--- src/rtl/faultify_drv_pkg.sv ---
// faultify_drv_pkg: shared definitions for the CUT stimulus/injection driver.
//   - drv_state_e   : driver FSM states
//   - Lfsr64Taps    : test-vector LFSR tap mask (taps 64,63,61,60)
//   - Lfsr16Taps    : injection LFSR tap mask (taps 16,14,13,11)
//   - SeedMix       : per-site seed decorrelation constant
//   - lfsr64_next / lfsr16_next : Fibonacci shift-left, feedback into bit 0
package faultify_drv_pkg;

  typedef enum logic [1:0] {
    StIdle  = 2'd0,
    StRun   = 2'd1,
    StDrain = 2'd2,
    StDone  = 2'd3
  } drv_state_e;

  localparam logic [63:0] Lfsr64Taps = 64'hD800_0000_0000_0000;
  localparam logic [15:0] Lfsr16Taps = 16'hB400;
  localparam logic [15:0] SeedMix    = 16'h9E37;

  function automatic logic [63:0] lfsr64_next(input logic [63:0] s);
    return {s[62:0], ^(s & Lfsr64Taps)};
  endfunction

  function automatic logic [15:0] lfsr16_next(input logic [15:0] s);
    return {s[14:0], ^(s & Lfsr16Taps)};
  endfunction

endpackage

--- src/rtl/faultify_inj_lfsr.sv ---
// faultify_inj_lfsr: one fault-site injection source.
// A 16-bit Fibonacci LFSR whose low PROB_W bits are compared against the
// injection threshold; the site fires when the LFSR value is below it.
// Ports:
//   clk, rst : clock, asynchronous active-low reset (LFSR resets to 1)
//   load     : load the site-mixed seed
//   step     : advance the LFSR by one state
//   seed     : shared 16-bit seed (mixed with this site's index)
//   prob     : threshold, PROB_W+1 bits; 2^PROB_W fires every cycle
//   hit      : combinational injection bit for the current LFSR state
// Assumes PROB_W <= 16.
module faultify_inj_lfsr
  import faultify_drv_pkg::*;
#(
  parameter int unsigned PROB_W = 16,
  parameter int unsigned SITE   = 0
) (
  input  logic              clk,
  input  logic              rst,
  input  logic              load,
  input  logic              step,
  input  logic [15:0]       seed,
  input  logic [PROB_W:0]   prob,
  output logic              hit
);

  localparam logic [31:0] SiteMixWide = (SITE + 32'd1) * {16'd0, SeedMix};
  localparam logic [15:0] SiteMix     = SiteMixWide[15:0];

  logic [15:0] lfsr_q;
  logic [15:0] seed_mix;

  always_comb begin
    seed_mix = seed ^ SiteMix;
    hit      = {1'b0, lfsr_q[PROB_W-1:0]} < prob;
  end

  always_ff @(posedge clk or negedge rst) begin
    if (!rst) begin
      lfsr_q <= 16'd1;
    end else if (load) begin
      // an all-zero LFSR would lock up
      lfsr_q <= (seed_mix == 16'd0) ? 16'd1 : seed_mix;
    end else if (step) begin
      lfsr_q <= lfsr16_next(lfsr_q);
    end
  end

endmodule

--- src/rtl/faultify_cut_driver.sv ---
// faultify_cut_driver: stimulus/injection master for a golden/faulty CUT pair.
// Issues cycles_i pseudo-random test vectors (64-bit LFSR) to both CUTs and a
// per-site injection vector to the faulty CUT, then counts result mismatches
// and injecting cycles.
// Ports:
//   clk, rst            : clock, asynchronous active-low reset
//   start_i             : start pulse, honoured in IDLE/DONE only
//   cycles_i            : vectors per run (0 finishes immediately)
//   prob_i              : injection threshold per site
//   seed_i              : LFSR seed
//   test_vector_o       : registered test vector to both CUTs
//   injection_vector_o  : registered injection vector to the faulty CUT
//   result_golden_i     : golden CUT result
//   result_faulty_i     : faulty CUT result
//   busy_o / done_o     : run status; done_o holds until the next start
//   err_cnt_o           : compared cycles with a mismatch (saturating)
//   inj_cnt_o           : issued cycles with a nonzero injection vector (saturating)
// Optional (FAULTIFY_FIRST_ERR_EN): first_err_cycle_o, first_err_diff_o,
//   first_err_valid_o report the issue index and golden^faulty of the first mismatch.
// Assumes TEST_W <= 64.
module faultify_cut_driver
  import faultify_drv_pkg::*;
#(
  parameter int unsigned TEST_W   = 64,
  parameter int unsigned RESULT_W = 23,
  parameter int unsigned INJ_W    = 13,
  parameter int unsigned PROB_W   = 16,
  parameter int unsigned CNT_W    = 32,
  parameter int unsigned CUT_LAT  = 2
) (
  input  logic                clk,
  input  logic                rst,
  input  logic                start_i,
  input  logic [CNT_W-1:0]    cycles_i,
  input  logic [PROB_W:0]     prob_i,
  input  logic [63:0]         seed_i,
  output logic [TEST_W-1:0]   test_vector_o,
  output logic [INJ_W-1:0]    injection_vector_o,
  input  logic [RESULT_W-1:0] result_golden_i,
  input  logic [RESULT_W-1:0] result_faulty_i,
  output logic                busy_o,
  output logic                done_o,
  output logic [CNT_W-1:0]    err_cnt_o,
  output logic [CNT_W-1:0]    inj_cnt_o
`ifdef FAULTIFY_FIRST_ERR_EN
  ,
  output logic [CNT_W-1:0]    first_err_cycle_o,
  output logic [RESULT_W-1:0] first_err_diff_o,
  output logic                first_err_valid_o
`endif
);

  localparam int unsigned DrainW = $clog2(CUT_LAT + 1) + 1;

  drv_state_e          state_q;
  logic [63:0]         test_lfsr_q;
  logic [CNT_W-1:0]    issued_q;
  logic [CNT_W-1:0]    cycles_q;
  logic [DrainW-1:0]   drain_q;
  // valid_q[0] tags the vector currently on test_vector_o; the tail lines up
  // with the result that vector produces CUT_LAT cycles later.
  logic [CUT_LAT:0]    valid_q;

  logic                load;
  logic                issue;
  logic                cmp_valid;
  logic                mismatch;
  logic [INJ_W-1:0]    inj_hit;

  always_comb begin
    load      = start_i && ((state_q == StIdle) || (state_q == StDone));
    issue     = (state_q == StRun);
    cmp_valid = valid_q[CUT_LAT];
    mismatch  = cmp_valid && (result_golden_i != result_faulty_i);
  end

  for (genvar g = 0; g < INJ_W; g++) begin : gen_site
    faultify_inj_lfsr #(
      .PROB_W (PROB_W),
      .SITE   (g)
    ) u_site (
      .clk  (clk),
      .rst  (rst),
      .load (load),
      .step (issue),
      .seed (seed_i[15:0]),
      .prob (prob_i),
      .hit  (inj_hit[g])
    );
  end

  always_ff @(posedge clk or negedge rst) begin
    if (!rst) begin
      state_q            <= StIdle;
      test_lfsr_q        <= 64'd1;
      issued_q           <= '0;
      cycles_q           <= '0;
      drain_q            <= '0;
      valid_q            <= '0;
      test_vector_o      <= '0;
      injection_vector_o <= '0;
      busy_o             <= 1'b0;
      done_o             <= 1'b0;
      err_cnt_o          <= '0;
      inj_cnt_o          <= '0;
    end else begin
      valid_q[0] <= issue;
      for (int unsigned i = 1; i <= CUT_LAT; i++) begin
        valid_q[i] <= valid_q[i-1];
      end

      if (mismatch && (err_cnt_o != '1)) begin
        err_cnt_o <= err_cnt_o + CNT_W'(1);
      end

      unique case (state_q)
        StIdle, StDone: begin
          if (start_i) begin
            test_lfsr_q <= (seed_i == 64'd0) ? 64'd1 : seed_i;
            issued_q    <= '0;
            cycles_q    <= cycles_i;
            err_cnt_o   <= '0;
            inj_cnt_o   <= '0;
            if (cycles_i == '0) begin
              state_q <= StDone;
              done_o  <= 1'b1;
            end else begin
              state_q <= StRun;
              busy_o  <= 1'b1;
              done_o  <= 1'b0;
            end
          end
        end
        StRun: begin
          test_vector_o      <= TEST_W'(test_lfsr_q);
          test_lfsr_q        <= lfsr64_next(test_lfsr_q);
          injection_vector_o <= inj_hit;
          if ((inj_hit != '0) && (inj_cnt_o != '1)) begin
            inj_cnt_o <= inj_cnt_o + CNT_W'(1);
          end
          issued_q <= issued_q + CNT_W'(1);
          if (issued_q == cycles_q - CNT_W'(1)) begin
            state_q <= StDrain;
            drain_q <= '0;
          end
        end
        StDrain: begin
          test_vector_o      <= '0;
          injection_vector_o <= '0;
          // CUT_LAT+1 cycles lets the last result reach the registered compare
          if (drain_q == DrainW'(CUT_LAT)) begin
            state_q <= StDone;
            busy_o  <= 1'b0;
            done_o  <= 1'b1;
          end else begin
            drain_q <= drain_q + DrainW'(1);
          end
        end
        default: state_q <= StIdle;
      endcase
    end
  end

`ifdef FAULTIFY_FIRST_ERR_EN
  // Compares retire in issue order, so the compare count is the issue index.
  logic [CNT_W-1:0] cmp_idx_q;

  always_ff @(posedge clk or negedge rst) begin
    if (!rst) begin
      cmp_idx_q         <= '0;
      first_err_cycle_o <= '0;
      first_err_diff_o  <= '0;
      first_err_valid_o <= 1'b0;
    end else if (load) begin
      cmp_idx_q         <= '0;
      first_err_cycle_o <= '0;
      first_err_diff_o  <= '0;
      first_err_valid_o <= 1'b0;
    end else if (cmp_valid) begin
      if (mismatch && !first_err_valid_o) begin
        first_err_valid_o <= 1'b1;
        first_err_cycle_o <= cmp_idx_q;
        first_err_diff_o  <= result_golden_i ^ result_faulty_i;
      end
      if (cmp_idx_q != '1) begin
        cmp_idx_q <= cmp_idx_q + CNT_W'(1);
      end
    end
  end
`endif

endmodule
--- config.mk ---
export PLATFORM = sky130hd
export DESIGN_NAME = faultify_cut_driver
export DESIGN_NICKNAME = d
export VERILOG_FILES = /design/src/rtl/faultify_drv_pkg.sv /design/src/rtl/faultify_inj_lfsr.sv /design/src/rtl/faultify_cut_driver.sv
export SDC_FILE = /design/constraint.sdc
export NUM_CORES = 1
export LEC_CHECK = 0
export CORE_UTILIZATION = 29
export DETAILED_ROUTE_END_ITERATION = 8
export SKIP_CTS_REPAIR_TIMING = 1
export SYNTH_ARGS = -nofsm -noshare
export SYNTH_HDL_FRONTEND = slang
export SYNTH_SLANG_ARGS = --single-unit
--- constraint.sdc ---
create_clock -name clk -period 5.4 [get_ports clk]
set_input_delay 1.08 -clock clk [delete_from_list [all_inputs] [get_ports clk]]
set_output_delay 1.08 -clock clk [all_outputs]
set_load 0.02 [all_outputs]
# == Yosys cells after proc, flatten, opt, wreduce, memory -nomap -nowiden ==
# Index checks and enable logic that the tools add are counted.
# totals
register_bits,487
in_bits,162
output_inout_bits,143
# classes
add_sub_neg,5
order_cmp,13
eq_ne,14
mux,67
bitwise,13
n_reduce_logical,48
# ops
op,count
$mux 16,39
$pmux 64 s2,2
$lt 16x17->1,13
$logic_not 16->1,13
$reduce_xor 16->1,13
$mux 32,5
$mux 64,2
$pmux 32 s2,2
$add 32x1->32 const B,3
$logic_not 64->1,1
$ne 32x32->1 const B,2
$reduce_xor 64->1,1
$not 9->9,5
$eq 32x32->1,1
$logic_not 32->1,1
$sub 32x1->32 const B,1
$pmux 13 s2,1
$ne 23x23->1,1
$not 7->7,3
$reduce_bool 13->1,1
$not 12->12,1
$not 6->6,2
$reduce_and 3->1,4
$not 10->10,1
20 further kinds,42

# == Depth between registers and ports, before layout ==
# Gate-level depths: netlist of run 1.
# depth
ltp_word,6
ltp_mapped,14
mapped_depth_nobuf,11

# == By module ==
# Synthesis of run 1 repeated with hierarchy kept, for this count alone.
# unflattened
cells_unflattened,3214
hier_area_um2,29288.1
# by_module_without_submodules
mod,instances,cells_each,area_per_inst_um2
faultify_cut_driver,1,1513,13937.1
faultify_inj_lfsr (gen_site[0].u_site ...),2,131,1167.4
faultify_inj_lfsr (gen_site[7].u_site),1,129,1203.7
faultify_inj_lfsr (gen_site[8].u_site),1,131,1196.1
faultify_inj_lfsr (gen_site[3].u_site),1,132,1194.9
faultify_inj_lfsr (gen_site[5].u_site),1,130,1189.9
faultify_inj_lfsr (gen_site[4].u_site),1,130,1187.4
faultify_inj_lfsr (gen_site[6].u_site),1,130,1186.1
faultify_inj_lfsr (gen_site[9].u_site),1,129,1183.6
faultify_inj_lfsr (gen_site[11].u_site),1,132,1171.1
faultify_inj_lfsr (gen_site[2].u_site),1,132,1169.9
faultify_inj_lfsr (gen_site[12].u_site),1,132,1167.4
faultify_inj_lfsr (gen_site[10].u_site),1,132,1166.1

# == Least setup slack after synthesis of run 1 ==
# OpenSTA, ideal clock, no wires.
# synth_timing
path_kind,in2reg
start,input prob_i[10]
end,register inj_cnt_o[25]
setup_time_ns,0.078
arrival_ns,3.807
t_required_ns,5.322
slack_ns,1.515
path_stages,13
cell_sequence,inv_1 -> ha_1 -> nand4_1 -> or4_1 -> o211ai_1 -> o221ai_1 -> nor3_1 -> and4_1 -> clkbuf_1 -> clkbuf_1 -> clkbuf_1 -> o21ai_0 -> a21oi_1
# synth_between
elab_chain_len,5
# synth_rtl
item,line,source
from (decl),faultify_cut_driver.sv:35,"input logic [PROB_W:0] prob_i,"
$lt 16x17->1,faultify_inj_lfsr.sv:35,"hit = {1'b0, lfsr_q[PROB_W-1:0]} < prob;"
$reduce_bool 13->1 *,faultify_cut_driver.sv:138,if ((inj_hit != '0) && (inj_cnt_o != '1)) begin
$logic_and 1x1->1 *,faultify_cut_driver.sv:138,
$ne 2x1->1 (no line) *,n/a,
$reduce_and 3->1 (no line) *,n/a,
to (signal assigned),faultify_cut_driver.sv:139,inj_cnt_o <= inj_cnt_o + CNT_W'(1);
to (decl),faultify_cut_driver.sv:44,output logic [CNT_W-1:0] inj_cnt_o
# Every way passes the cells marked *; elsewhere a longest branch is shown, timed or not.
# A chain may end at the register's enable or synchronous reset.

# == Worst setup path in the final report of run 1 ==
# layout_timing
start,input prob_i[12]
end,register inj_cnt_o[11]
# The elaborated chain is that of the path after synthesis.

==> results.md, run 1 <==
* CP bufs+invs at 3
* Gpl congestion at 0.8996
* Switching pwr at 9.066 mW
* Flop pwr share at 32.9%
* GRT Max-Usage Layer: met2
* Post-synth ARST share at 100.0%
* Routing usage on met1 at 25.45%
* Share of cells above drive strength 1 at 6.165%
* H-tree depth at 2
* Pins Over Slew Limit at 0
* Vias at 22610
* Fin Setup TNS at 0 ns
* Synthesized area per cell at 9.913 µm²
* Leading area contributor after synthesis: dfrtp_1
* Synthesis-to-finish area growth at 23.67%
* DR DRC count at 0
* Worst Setup Slack, final at 0.9446 ns
* Min Tclk post-route at 4.455 ns
* Mapped Cells at 2786
* Synth top area cells: dfrtp_1 (43%), mux2i_1 (10%), ha_1 (9.2%), a21oi_1 (7.0%), xnor2_1 (3.1%)
* Pre-CTS setup slack at 0.3227 ns
* Drt initial violations at 1652
* Synth unique cells at 72
* Vias in the first global route at 22320
* Post-Syn Nets at 3152
* Slew headroom at 24.58%
* Core area at 93890 µm²
* Status: finished clean
* Synth top area share at 42.86%
* Critical Path RT at 5.96 ns
* Worst-path clk slew at 0.06 ns
* Syn. warnings at 0
* Num CTS Buffers at 57
* Die Y at 310.6 µm
* Final nets at 3404
* Number of synthesized register bits at 487
* CTS Sinks at 487
* EDFF count, synth at 0
* M2 GR Usage at 27.91%
* Maximum VDD drop at 0.0004152 V
* Post-route ant nets at 0
* Clock power frac at 19.8%
* CTS root buffer: clkbuf_16
* Commonest non-fill, non-tap cells in the layout: dfrtp_1 (473), a21oi_1 (388), clkdlybuf4s50_1 (303)
* Sequential fraction of the synthesis area at 44.19%
* Net Sw Frac at 42.88%
* Min-Delay Path Class: reg2reg
* CP top delay family: simple AND/OR/NAND/NOR gates
* Routed WL per cell at 21.04 µm
* Crit end category: register
* Int Power at 12.07 mW
* Crit path max fanout at 34
* Final period util at 82.51%
* Number of max-cap violations at 0
* Crit path arrival time at 5.01 ns
* Largest net degree at the start of global routing at 126
* CTS tree: done
* CP max stage delay at 0.72 ns
* Final WL at 91.26 mm
* Initial antenna violation count at 4
* HPWL after DPL at 65.33 mm
* GRT overflow at 0
* CP max-delay cell: or4_1
* Min-delay src: valid_q[1]
* Power share of the combinational group at 47.3%
* Starting Density at 29.41%
* Critical path type: in2reg
* Clk_lat worst skew at 0.67 ns
* First-pass GRT wire length at 139.4 mm
* Setup crit start: prob_i[12]
* Port Buffers at 304
* RR Startpoint: state_q[1]
* # setup viols final at 0
* RSZ-0062 raised after global routing: false
* Peak Freq at 0.2244 GHz
* Total Die Area at 96470 µm²
* Total GRT Usage at 18.56%
* Power per cell area at 619.0 nW/µm²
* Fillers at 9402
* Ys flop type: dfrtp_1
* Die Span X at 310.6 µm
* Clk buf depth at 3
* Drt pass-1 iters at 6
* Setup crit start kind: input pin
* Cells along the critical path: clkdlybuf4s50_1, inv_1, ha_1, a21oi_1, o21ai_0, or4_1, a31oi_1, nor3_1, and4_2, buf_12, or4_1, a21oi_1
* Row cnt at 112
* Met3 Use GR at 5.032%
* I/O pins at 305
* LEAKAGE at 14.27 nW
* Skew final at 0.04510 ns
* Reg2Reg Setup Slack at 1.26 ns
* Most common cell after layout, fill and taps aside: dfrtp_1
* Vias per cell at 5.213
* Fin. Hold Viols at 0
* Worst-margin pin slew at 1.131 ns
* Netlist Area Pre-Place at 27620 µm²
## cell type report
cell class,count,area (µm²),area share (%)
clock inverter,24,351.6,1.029
timing repair buffer,360,3543,10.37
clock buffer,79,1649,4.828
multi-input combinational,2092,14680,42.99
inverter,40,150.1,0.4396
antenna,2,5.005,0.01465
sequential,487,12200,35.73
tap,1254,1569,4.594
## worst reg2reg max path, cell delays in order, from the launching register on
cell and delay (ns):
dfrtp_1 0.40, inv_1 0.14, ha_4 0.73, mux2_4 0.49
nand4_1 0.37, nor4_1 0.82, nand3_1 0.26, nor2_1 0.43
nand4_1 0.17, xor2_1 0.16, nor2_1 0.05
## flip-flops by register name, indices dropped and copies added, names as in the netlist
signal and flops:
gen_site.u_site.lfsr_q 208, test_lfsr_q 64, test_vector_o 64, cycles_q 32
err_cnt_o 32, inj_cnt_o 32, issued_q 32, injection_vector_o 13
drain_q 3, valid_q 3, state_q 2, busy_o 1
done_o 1
## path summary, 6_finish.rpt
check,depth (start not counted),end
setup / recovery,12,inj_cnt_o[11]
hold / removal,0,valid_q[2]
setup reg to reg,10,issued_q[31]
hold reg to reg,0,valid_q[2]
max in group asynchronous,2,inj_cnt_o[11]
min in group asynchronous,1,gen_site[0].u_site.lfsr_q[7]
## power by group through the flow
stage,sequential [mW],clock [mW],combinational [mW]
global route,7.14,4.42,11.1
CTS,6.93,4.29,10.0
detailed placement,6.96,0,9.99
floorplan,6.64,0,6.69
finish,6.96,4.18,10.0
global placement,6.96,0,9.82
## layer usage
metal  share of wire [%]  vias up  wire (µm)
met5               0.047        -         43
li1                    -    10700          -
met4                 3.4        6       3123
met2                  43      728      39600
met3                 8.1      150       7398
met1                  45    11030      41100
## through the flow
stage | cell area, µm² | std cells | power [mW] | util (%) | hold WS, ns
global route | 34150 | 4336 | 22.63 | 36.37 | 0.3582
CTS | 34150 | 4336 | 21.24 | 36.37 | 0.3490
global placement | 32150 | 4233 | 16.78 | 34.24 | 0.3349
detailed placement | 32150 | 4233 | 16.95 | 34.24 | 0.3347
floorplan | 27620 | 2786 | 13.33 | - | 0.3312
finish | 34150 | 4338 | 21.14 | 36.38 | 0.3474
## Yosys cell counts, drive strengths merged, types with 34 or more instances
master,count
a21oi,388
a22o,74
and3,34
buf,41
clkbuf,126
dfrtp,473
ha,204
inv,40
mux2i,275
nand2,204
nand3,63
nand4,54
nor2,200
nor4,46
o21ai,92
xnor2,98
xor2,62
## cells by family after synthesis
logic type                 count (synthesis)  synth area share, %
muxes                                    277                10.05
xor gates and xnor gates                 160                5.074
buffers and inverters                    207                2.868
DFF                                      487                44.19
adders and majority gates                205                9.279
AOI/OAI and AO/OA                        673                14.49
and+or+nand+nor                          777                14.04
Note: power is estimated with default switching activity, not from simulation.
==> inputs of run 2 (changes only) <==
==> constraint.sdc (replaced) <==
create_clock -name clk -period 3.7 [get_ports clk]
set_input_delay 0.74 -clock clk [delete_from_list [all_inputs] [get_ports clk]]
set_output_delay 0.74 -clock clk [all_outputs]
set_load 0.02 [all_outputs]
==> results.md, run 2 (synthesis results as in run 1) <==
* Pins Over Slew Limit at 0 (unchanged)
* HPWL after DPL at 66.25 mm (+1.4%)
* Min Tclk post-route at 3.615 ns
* DR DRC count at 0 (unchanged)
* Final period util at 97.70%
* Largest net degree at the start of global routing at 93 (-26%)
* Share of cells above drive strength 1 at 9.500% (+3.3 points)
* Final WL at 90.76 mm (-0.55%)
* Commonest non-fill, non-tap cells in the layout: dfrtp_1 (473), a21oi_1 (385), clkdlybuf4s50_1 (301)
* Vias per cell at 5.169 (-0.85%)
* Fin util at 37.24% (+0.86 points)
* H-tree depth at 2 (unchanged)
* Pre-CTS setup slack at -0.8991 ns (-1.222 ns)
* Core area at 93890 µm² (unchanged)
* Initial antenna violation count at 0 (-4)
* LEAKAGE at 14.72 nW (+3.2%)
* GRT overflow at 0 (unchanged)
* Placed instance count at 4325 (+2.2%)
* I/O pins at 305 (unchanged)
* Critical path type: in2reg
* CTS tree: done
* Placed cell areas at 32890 µm² (+2.3%)
* Skew final at 0.02527 ns (-0.01983 ns)
* Number of max-cap violations at 0 (unchanged)
* Clk buf depth at 3 (unchanged)
* Drt initial violations at 1501 (-9.1%)
* Starting Density at 29.41% (unchanged)
* Num CTS Buffers at 59 (+3.5%)
* Final nets at 3500 (+2.8%)
* Maximum VDD drop at 0.0006201 V (+49%)
* Status: finished clean
* Ant diodes at 0 (-2)
* Crit end category: register
* Worst-margin pin slew at 1.009 ns (-0.1219 ns)
* Reg2Reg Setup Slack at 0.23 ns (-1.03 ns)
* Clk_lat worst skew at 0.66 ns (about the same)
* Fin Setup TNS at 0 ns (unchanged)
* Most flops, register: gen_site.u_site.lfsr_q
* # setup viols final at 0 (unchanged)
* Worst Setup Slack, final at 0.08522 ns (-0.8594 ns)
* Reg2reg path depth at 10 (unchanged)
* Most common cell after layout, fill and taps aside: dfrtp_1
* Routed WL per cell at 20.47 µm (-2.7%)
* Row cnt at 112 (unchanged)
* Crit path max fanout at 40 (+18%)
* Reg-to-Reg End: state_q[1]
* Vias at 22910 (+1.3%)
* Synthesis-to-finish area growth at 26.59%
* Vias in the first global route at 22710 (+1.7%)
* CTS root buffer: clkbuf_16
* Max reg flops at 208 (unchanged)
* Routed wl met3 at 5.527 mm (-25%)
* Fin Hold WS at 0.01824 ns (-0.3292 ns)
* Overall power at 31.11 mW (+47%)
* Regs by FF count: gen_site.u_site.lfsr_q (208), test_lfsr_q (64), test_vector_o (64)
* First-pass GRT wire length at 139.2 mm (-0.19%)
* Post-route ant nets at 0 (unchanged)
* Gpl congestion at 0.9004 (about the same)
* WL met1 at 40.94 mm (-0.39%)
* Post-route cell area at 34960 µm² (+2.4%)
* Die Span X at 310.6 µm (unchanged)
* Setup crit start: prob_i[10]
* Total Die Area at 96470 µm² (unchanged)
* Power per cell area at 889.9 nW/µm² (+44%)
* Fin. Hold Viols at 0 (unchanged)
* Min-Delay Path Class: in2async
* Peak Freq at 0.2766 GHz
* Total GRT Usage at 18.40% (-0.16 points)
* Crit path arrival time at 4.18 ns (-0.83 ns)
* Top Layer Used: met4
* Slew headroom at 32.70% (+8.1 points)
* Die Y at 310.6 µm (unchanged)
* Met2 routed WL at 41.47 mm (+4.7%)
* Setup crit start kind: input pin
* Port Buffers at 304 (unchanged)
* Worst-path clk slew at 0.06 ns (about the same)
* Final non-filler cell total at 4433 (+2.2%)
* Critical Path RT at 4.26 ns (-1.70 ns)
* Drt pass-1 iters at 5 (-1)
* CTS Sinks at 487 (unchanged)
* RR Startpoint: cycles_q[19]
-- run 2: final cells by class --
class                   instances  area [µm²]
fillers                      9380       58930
multi-input cells            2092       14780
flip-flops and latches        487       12200
repair buffers                454        4315
clock buffers                  85        1694
well taps                    1254        1569
clock inverters                21       252.7
inverters                      40       150.1
-- run 2: layer usage --
layer	global-route usage, %	vias up
li1	-	10900
met1	25.04	11210
met2	29.39	663
met3	3.446	135
met4	5.783	0
met5	0	-
-- run 2: how the worst max path moves through the flow --
stage	end	slack, ns	cells past startpoint
2_1_floorplan	inj_cnt_o[25]	0.16	13
3_3_place_gp	inj_cnt_o[11]	-0.87	15
3_5_place_dp	inj_cnt_o[11]	-0.90	14
4_1_cts	inj_cnt_o[11]	-0.20	14
5_1_grt	inj_cnt_o[22]	-0.02	15
6_report	inj_cnt_o[22]	0.09	15
-- run 2: report_power, final --
group          internal [mW]  switching (mW)  leakage, nW
sequential              7.70            2.25         5.74
combinational           6.70            8.58         8.04
clock                   3.45            2.45        0.945
-- run 2: critical path, stage by stage --
cell             delay (ns)
clkdlybuf4s50_1        0.51
inv_1                  0.11
buf_6                  0.17
ha_1                   0.34
a21oi_2                0.15
o21ai_1                0.10
or4_1                  0.54
a31oi_2                0.24
nor4_2                 0.09
buf_4                  0.14
and4_4                 0.18
buf_12                 0.16
buf_4                  0.18
or3_1                  0.33
a21oi_1                0.16
